==> src/rtl/xcfi_rvfi_trace_gen.sv <==
// xcfi_rvfi_trace_gen: RVFI trace producer sitting behind the writeback stage.
// Registers one rvfi_* packet per retirement; loads are held until their response arrives.
module xcfi_rvfi_trace_gen #(
    parameter int XLEN    = 32,
    parameter int ILEN    = 32,
    parameter int ORDER_W = 64
) (
    input  logic                 g_clk,
    input  logic                 g_reset,
    input  logic                 wb_valid,
    output logic                 wb_ready,
    input  logic [ILEN-1:0]      wb_insn,
    input  logic                 wb_trap,
    input  logic [XLEN-1:0]      wb_pc_rdata,
    input  logic [XLEN-1:0]      wb_pc_wdata,
    input  logic [4:0]           wb_rs1_addr,
    input  logic [4:0]           wb_rs2_addr,
    input  logic [4:0]           wb_rs3_addr,
    input  logic [XLEN-1:0]      wb_rs1_rdata,
    input  logic [XLEN-1:0]      wb_rs2_rdata,
    input  logic [XLEN-1:0]      wb_rs3_rdata,
    input  logic [4:0]           wb_rd_addr,
    input  logic [XLEN-1:0]      wb_rd_wdata,
    input  logic [XLEN-1:0]      wb_mem_addr,
    input  logic [XLEN/8-1:0]    wb_mem_rmask,
    input  logic [XLEN/8-1:0]    wb_mem_wmask,
    input  logic [XLEN-1:0]      wb_mem_wdata,
    input  logic                 mem_rsp_valid,
    input  logic [XLEN-1:0]      mem_rsp_rdata,
    output logic                 rvfi_valid,
    output logic [ORDER_W-1:0]   rvfi_order,
    output logic [ILEN-1:0]      rvfi_insn,
    output logic                 rvfi_trap,
    output logic                 rvfi_halt,
    output logic                 rvfi_intr,
    output logic [XLEN-1:0]      rvfi_pc_rdata,
    output logic [XLEN-1:0]      rvfi_pc_wdata,
    output logic [4:0]           rvfi_rs1_addr,
    output logic [4:0]           rvfi_rs2_addr,
    output logic [4:0]           rvfi_rs3_addr,
    output logic [XLEN-1:0]      rvfi_rs1_rdata,
    output logic [XLEN-1:0]      rvfi_rs2_rdata,
    output logic [XLEN-1:0]      rvfi_rs3_rdata,
    output logic [4:0]           rvfi_rd_addr,
    output logic [XLEN-1:0]      rvfi_rd_wdata,
    output logic [XLEN-1:0]      rvfi_mem_addr,
    output logic [XLEN/8-1:0]    rvfi_mem_rmask,
    output logic [XLEN/8-1:0]    rvfi_mem_wmask,
    output logic [XLEN-1:0]      rvfi_mem_rdata,
    output logic [XLEN-1:0]      rvfi_mem_wdata
);
    localparam int MW = XLEN / 8;

    typedef enum logic {IDLE, WAIT_MEM} state_t;

    typedef struct packed {
        logic [ILEN-1:0] insn;
        logic            trap;
        logic [XLEN-1:0] pc_rdata;
        logic [XLEN-1:0] pc_wdata;
        logic [4:0]      rs1_addr;
        logic [4:0]      rs2_addr;
        logic [4:0]      rs3_addr;
        logic [XLEN-1:0] rs1_rdata;
        logic [XLEN-1:0] rs2_rdata;
        logic [XLEN-1:0] rs3_rdata;
        logic [4:0]      rd_addr;
        logic [XLEN-1:0] rd_wdata;
        logic [XLEN-1:0] mem_addr;
        logic [MW-1:0]   mem_rmask;
        logic [MW-1:0]   mem_wmask;
        logic [XLEN-1:0] mem_wdata;
        logic [XLEN-1:0] mem_rdata;
    } pkt_t;

    state_t             r_state;
    state_t             w_state_nxt;
    pkt_t               r_cap;
    pkt_t               r_out;
    pkt_t               w_in;
    pkt_t               w_src;
    pkt_t               w_pkt;
    logic               w_emit;
    logic               w_cap;
    logic               r_valid;
    logic               r_intr;
    logic               r_pend;
    logic [XLEN-1:0]    r_pend_pc;
    logic [ORDER_W-1:0] r_cnt;
    logic [ORDER_W-1:0] r_order;

    assign w_in = {wb_insn, wb_trap, wb_pc_rdata, wb_pc_wdata,
                   wb_rs1_addr, wb_rs2_addr, wb_rs3_addr,
                   wb_rs1_rdata, wb_rs2_rdata, wb_rs3_rdata,
                   wb_rd_addr, wb_rd_wdata, wb_mem_addr,
                   wb_mem_rmask, wb_mem_wmask, wb_mem_wdata,
                   {XLEN{1'b0}}};

    always_comb begin
        w_state_nxt = r_state;
        w_emit      = 1'b0;
        w_cap       = 1'b0;
        wb_ready    = 1'b0;
        w_src       = w_in;
        unique case (r_state)
            IDLE: begin
                wb_ready = 1'b1;
                if (wb_valid) begin
                    if (wb_mem_rmask == '0 || wb_trap) begin
                        w_emit = 1'b1;
                    end else begin
                        w_cap       = 1'b1;
                        w_state_nxt = WAIT_MEM;
                    end
                end
            end
            WAIT_MEM: begin
                w_src           = r_cap;
                w_src.rd_wdata  = mem_rsp_rdata;
                w_src.mem_rdata = mem_rsp_rdata;
                if (mem_rsp_valid) begin
                    w_emit      = 1'b1;
                    w_state_nxt = IDLE;
                end
            end
            default: w_state_nxt = IDLE;
        endcase
        // x0 never holds a value, and a trapped insn has no architectural effect
        w_pkt = w_src;
        if (w_pkt.rd_addr == 5'd0) begin
            w_pkt.rd_wdata = '0;
        end
        if (w_pkt.trap) begin
            w_pkt.rd_addr   = '0;
            w_pkt.rd_wdata  = '0;
            w_pkt.mem_rmask = '0;
            w_pkt.mem_wmask = '0;
        end
    end

    always_ff @(posedge g_clk) begin
        if (g_reset) begin
            r_state   <= IDLE;
            r_cap     <= '0;
            r_out     <= '0;
            r_valid   <= 1'b0;
            r_intr    <= 1'b0;
            r_pend    <= 1'b0;
            r_pend_pc <= '0;
            r_cnt     <= '0;
            r_order   <= '0;
        end else begin
            r_state <= w_state_nxt;
            r_valid <= w_emit;
            if (w_cap) begin
                r_cap <= w_in;
            end
            if (w_emit) begin
                r_out     <= w_pkt;
                r_order   <= r_cnt;
                r_cnt     <= r_cnt + 1'b1;
                r_intr    <= r_pend && (w_pkt.pc_rdata == r_pend_pc);
                r_pend    <= w_pkt.trap;
                r_pend_pc <= w_pkt.pc_wdata;
            end
        end
    end

    assign rvfi_valid     = r_valid;
    assign rvfi_order     = r_order;
    assign rvfi_insn      = r_out.insn;
    assign rvfi_trap      = r_out.trap;
    assign rvfi_halt      = 1'b0;
    assign rvfi_intr      = r_intr;
    assign rvfi_pc_rdata  = r_out.pc_rdata;
    assign rvfi_pc_wdata  = r_out.pc_wdata;
    assign rvfi_rs1_addr  = r_out.rs1_addr;
    assign rvfi_rs2_addr  = r_out.rs2_addr;
    assign rvfi_rs3_addr  = r_out.rs3_addr;
    assign rvfi_rs1_rdata = r_out.rs1_rdata;
    assign rvfi_rs2_rdata = r_out.rs2_rdata;
    assign rvfi_rs3_rdata = r_out.rs3_rdata;
    assign rvfi_rd_addr   = r_out.rd_addr;
    assign rvfi_rd_wdata  = r_out.rd_wdata;
    assign rvfi_mem_addr  = r_out.mem_addr;
    assign rvfi_mem_rmask = r_out.mem_rmask;
    assign rvfi_mem_wmask = r_out.mem_wmask;
    assign rvfi_mem_rdata = r_out.mem_rdata;
    assign rvfi_mem_wdata = r_out.mem_wdata;

endmodule
==> config.mk <==
export PLATFORM = sky130hd
export DESIGN_NAME = xcfi_rvfi_trace_gen
export DESIGN_NICKNAME = d
export VERILOG_FILES = /design/src/rtl/xcfi_rvfi_trace_gen.sv
export SDC_FILE = /design/constraint.sdc
export NUM_CORES = 2
export LEC_CHECK = 0
export BUFFER_PORTS_ARGS = -buffer_cell sky130_fd_sc_hd__buf_2
export CAP_MARGIN = 5
export CORE_AREA = 2 2 303 305
export DETAILED_ROUTE_END_ITERATION = 8
export DIE_AREA = 0 0 305 307
export HOLD_SLACK_MARGIN = 0.1
export PLACE_DENSITY = 0.53
export SLEW_MARGIN = 20
export SYNTH_ARGS = -nofsm -noshare
export SYNTH_HDL_FRONTEND = slang
export SYNTH_SLANG_ARGS = --single-unit
==> constraint.sdc <==
create_clock -name g_clk -period 3.1 [get_ports g_clk]
set_input_delay 0.155 -clock g_clk [delete_from_list [all_inputs] [get_ports g_clk]]
set_output_delay 0.155 -clock g_clk [all_outputs]
set_load 0.01 [all_outputs]
# ---- Word level (Yosys, flattened, before mapping)
# Cells that the tools add are included.
dict set report word_totals {
  out_inout_bits 417
  wordCells 58
  in_bits 353
  reg_bits 765
}
dict set report classes {
  n_addsub 1
  eq_ne 1
  n_bitwise 1
  n_reduce_logical 4
  mux 14
}
# op n
set op_table {}
lappend op_table {{349-bit two-way mux} 1}
lappend op_table {{64-bit by 1-bit adder with 64-bit output (second input constant)} 1}
lappend op_table {{37-bit two-way mux} 1}
lappend op_table {{32-bit == test} 1}
lappend op_table {{32-bit two-way mux} 1}
lappend op_table {{1-bit two-way mux} 8}
lappend op_table {{8-bit two-way mux} 1}
lappend op_table {{5-bit zero test} 1}
lappend op_table {{4-bit zero test} 1}
lappend op_table {{1-bit one-hot mux with 2 select lines} 2}
lappend op_table {{1-bit logical AND} 1}
lappend op_table {{1-bit logical OR} 1}
lappend op_table {{1-bit NOT} 1}

# ---- Longest topological paths before layout
dict set report depth {
  word_depth 5
  ltp_mapped 9
  ltp_nobuf 7
}

# ---- Least setup slack after synthesis
# Ideal clock, no wire load.
dict set report synth_path {
  kind {in2reg}
  startpoint {input port wb_mem_rmask[3]}
  endpoint {register r_cnt[43]}
  t_required_ps 3030
  arrival_ps 2316
  stages 9
  setup_time_ps 70
  slack_ps 713
  path_buffers 3
  cell_sequence {or4_1 > buf_6 > a21o_1 > buf_6 > or3_1 > buf_6 > or2_4 > or3_1 > a21oi_1}
}
dict set report synth_between {
  elab_chain_len 5
}
# element line_no
set synth_lines {}
lappend synth_lines {{start: declaration} 25} ;# input logic [XLEN/8-1:0] wb_mem_rmask,
lappend synth_lines {{4-bit zero test} 109} ;# if (wb_mem_rmask == '0 || wb_trap) begin
lappend synth_lines {{1-bit logical OR} 109}
lappend synth_lines {{1-bit two-way mux} 109}
lappend synth_lines {{1-bit two-way mux} 108} ;# if (wb_valid) begin
lappend synth_lines {{1-bit one-hot mux with 2 select lines} 105} ;# unique case (r_state)
lappend synth_lines {{end signal: assignment} 161} ;# r_cnt <= r_cnt + 1'b1;
lappend synth_lines {{end: declaration} 89} ;# logic [ORDER_W-1:0] r_cnt;
# No other way between the ends.
# A chain may end at the register's enable or synchronous reset.

# ---- Worst setup path after layout
dict set report layout_path {
  startpoint {input port wb_mem_rmask[3]}
  endpoint {register r_cap[48] (netlist bit)}
}
dict set report layout_between {
  elab_chain_len 5
}
# element line_no
set layout_lines {}
lappend layout_lines {{4-bit zero test} 109}
lappend layout_lines {{1-bit logical OR} 109}
lappend layout_lines {{1-bit two-way mux} 109}
lappend layout_lines {{1-bit two-way mux} 108}
lappend layout_lines {{1-bit two-way mux} 105}
lappend layout_lines {{end signal: assignment} 156} ;# r_cap <= w_in;
lappend layout_lines {{end: declaration} 78} ;# pkt_t r_cap;
# No other way between the ends.

==> impl_metrics.tcl <==
set metrics [dict create \
    io_buffers 768 \
    yosysWarnings 0 \
    final_nets 4865 \
    final_common_cell "buf_2" \
    grtUsageMet3_pct 6.21 \
    grt_use_met1_pct 26.9 \
    firstDrtPassIters 5 \
    ant_nets 0 \
    pwr-share-comb_pct 13.7 \
    p_leak_nw 16.7 \
    vdd_drop_max_uv 442 \
    synth_simple_gate_area_share_pct 17.0 \
    cts_resized 0 \
    layout-drive-gt1-share_pct 22.5 \
    cp-start-kind "input pin" \
    hold_viol 0 \
    max_freq_mhz 348 \
    grt_first_pass_wirelength_microns 159000 \
    clkPwrFrac_pct 42.8 \
    fin_setup_tns_ns 0 \
    antenna_found_initial 17 \
    die_w_microns 305 \
    p_seq_share_pct 43.5 \
    cts_tree "built" \
    routedWlPerCell_microns 18.3 \
    h-tree-depth 3 \
    syn_area_sq_um 30100 \
    gp_congestion 0.827 \
    power.density_nw_per_um2 583 \
    worstPathMaxFanout 46 \
    synth_xor_area_share_pct 2.30 \
    grt_pass1_vias 26900 \
    p_sw_share_pct 26.9 \
    initial_utilization_pct 33.2 \
    maxCapViolCount 0 \
    die_area_sq_um 93600 \
    layout_common_cells "767 x buf_2, 764 x dfxtp_1, 726 x nand2_1" \
    rsz0062_at_grt "no" \
    p_int_mw 18.0 \
    switchingPower_mw 6.61 \
    hp-class "in2reg" \
    drc 0 \
    num_rows 111 \
    setup_viol 0 \
    synthMuxAreaShare_pct 10.7 \
    dp.final_hpwl_microns 71800 \
    core-area_sq_um 90700 \
    hold-worst-slack_ns 0.182 \
    boundaryPins 770 \
    gr-max-usage-layer "met2" \
    grt_max_degree 171 \
    synthCells 3474 \
    grt_overflow 0 \
    gr-usage-met2_pct 34.3 \
    clock-sinks 765 \
    insertion_delay_ns 0.67 \
    critPathArrivalTime_ns 3.47 \
    synth.avg_cell_area_sq_um 8.66 \
    min_period_ns 2.87 \
    power_mw 24.6 \
    outcome "complete, no violations" \
    synth.yosys.seq_area_share_pct 50.9 \
    path_clk_slew_ns 0.06 \
    max_slew_margin_pct 35.5 \
    viasPerCell 4.88 \
    synth_fa_ha_area_share_pct 0.0416 \
    cts_made_buffers 88 \
    cts.path.max_buffers 3 \
    synth_cell_type_count 39 \
    crit_type "in2reg" \
    crit_required_ns 3.70 \
    synth_seq_cells 765 \
    syn-num-nets 3828 \
    period_share_pct 92.7 \
    clock_skew_ns 0.0198 \
    syn2layout_area_growth_pct 40.1 \
    vias 28200 \
    synth_compound_gate_area_share_pct 15.2 \
    grt.total_usage_pct 21.5 \
    worstMarginPinSlew_ns 0.967 \
    slew_violations 0 \
    synth_top_family_by_area "simple AND/OR/NAND/NOR gates" \
    die_h_microns 307 \
    cp-end-kind "flop" \
    drt-total-wl_microns 106000 \
    drt_first_iter_violations 1884 \
    cts_root_buf "clkbuf_16" \
]
-- power by group through the flow --
| stage | registers (mW) | clock network (mW) | logic [mW] |
|---|---|---|---|
| 2_1_floorplan | 11.0 | 0 | 1.53 |
| 3_3_place_gp | 10.9 | 0 | 2.94 |
| 3_5_place_dp | 10.9 | 0 | 2.96 |
| 4_1_cts | 10.7 | 10.8 | 3.38 |
| 5_1_grt | 10.7 | 11.2 | 3.67 |
| 6_report | 10.7 | 10.5 | 3.36 |
-- flip-flops by register name (all words and copies together) (netlist names), 4 cells and up --
register / count
r_cap: 285
r_cnt: 64
rvfi_order: 64
r_pend_pc: 32
rvfi_insn: 32
rvfi_mem_addr: 32
rvfi_mem_rdata: 32
rvfi_mem_wdata: 32
rvfi_pc_rdata: 32
rvfi_rd_wdata: 32
rvfi_rs1_rdata: 32
rvfi_rs2_rdata: 32
rvfi_rs3_rdata: 32
rvfi_rd_addr: 5
rvfi_rs1_addr: 5
rvfi_rs2_addr: 5
rvfi_rs3_addr: 5
rvfi_mem_rmask: 4
rvfi_mem_wmask: 4
-- synthesized netlist by cell type, drive strengths merged --
cell     number  area share [%]
dfxtp       765              51
nand2       726             9.1
nor2        407             5.1
a21oi       380             6.3
mux2i       285             9.5
a211oi      271             6.8
clkbuf      252             3.1
a22oi        64             1.6
xnor2        57             1.7
mux2         33             1.2
buf          32            0.54
nor3         30            0.50
nand4        29            0.60
nand3        26            0.45
nor4         24            0.52
xor2         22            0.64
or3          18            0.37
o21ai        16            0.27
inv          11            0.14
and3          8            0.17
a2111oi       3            0.21
and4          3           0.087
or2           2           0.050
or4           2           0.050
a21o          1           0.025
a311oi        1           0.029
and2          1           0.021
conb          1           0.012
ha            1           0.042
nand2b        1           0.021
nand3b        1           0.025
nor3b         1           0.025
-- layer usage --
layer	up-vias	wire, microns
met5	-	58
li1	14100	-
met4	8	4590
met1	13100	45200
met2	804	48500
met3	242	7170
-- worst max-delay path, stage by stage --
cell and delay (ns):
dlygate4sd3_1 0.53, buf_2 0.13, or4_1 0.72, buf_4 0.25
nand3_4 0.31, buf_12 0.24, buf_12 0.26, nand2_1 0.09
a21oi_1 0.16, dlygate4sd3_1 0.57
-- through the flow --
stage | cells | area [sq um] | setup WS, ns | util (%)
global placement | 5216 | 35300 | 0.437 | 38.9
CTS | 5762 | 42100 | 0.208 | 46.5
finish | 5776 | 42200 | 0.228 | 46.5
global route | 5775 | 42200 | 0.0388 | 46.5
floorplan | 3474 | 30100 | 0.713 | -
detailed placement | 5216 | 35300 | 0.427 | 38.9
-- final cells by class --
cell class,instances,area [sq um]
multi-input cells,2414,13700
repair buffers,1231,8660
flip-flops and latches,765,15300
clock buffers,124,2600
fillers,8972,48500
inverters,11,41.3
clock inverters,31,343
well taps,1186,1480
diodes,14,35.0
-- final timing paths --
check,from,endpoint,slack [ns],cells after the start
worst max register to register,r_state,r_cap[48],0.24,8
worst max-delay path,wb_mem_rmask[3],r_cap[48],0.23,10
worst min register to register,rvfi_order[4],rvfi_order[4],0.45,2
worst min-delay path,wb_valid,r_cap[316],0.18,3
-- cells by family after synthesis --
logic type,after synthesis
adder cells (fa/ha/maj),1
flip-flops,765
AO/OA/AOI/OAI,736
XOR/XNOR,79
other,1
AND/OR/NAND/NOR,1279
buffers and inverters,295
multiplexers,318
-- timing repair --
action,CTS,global route
hold endpoints to repair,633,0
hold buffers,391,0
setup buffers,0,0
(Power assumes the default switching activity.)
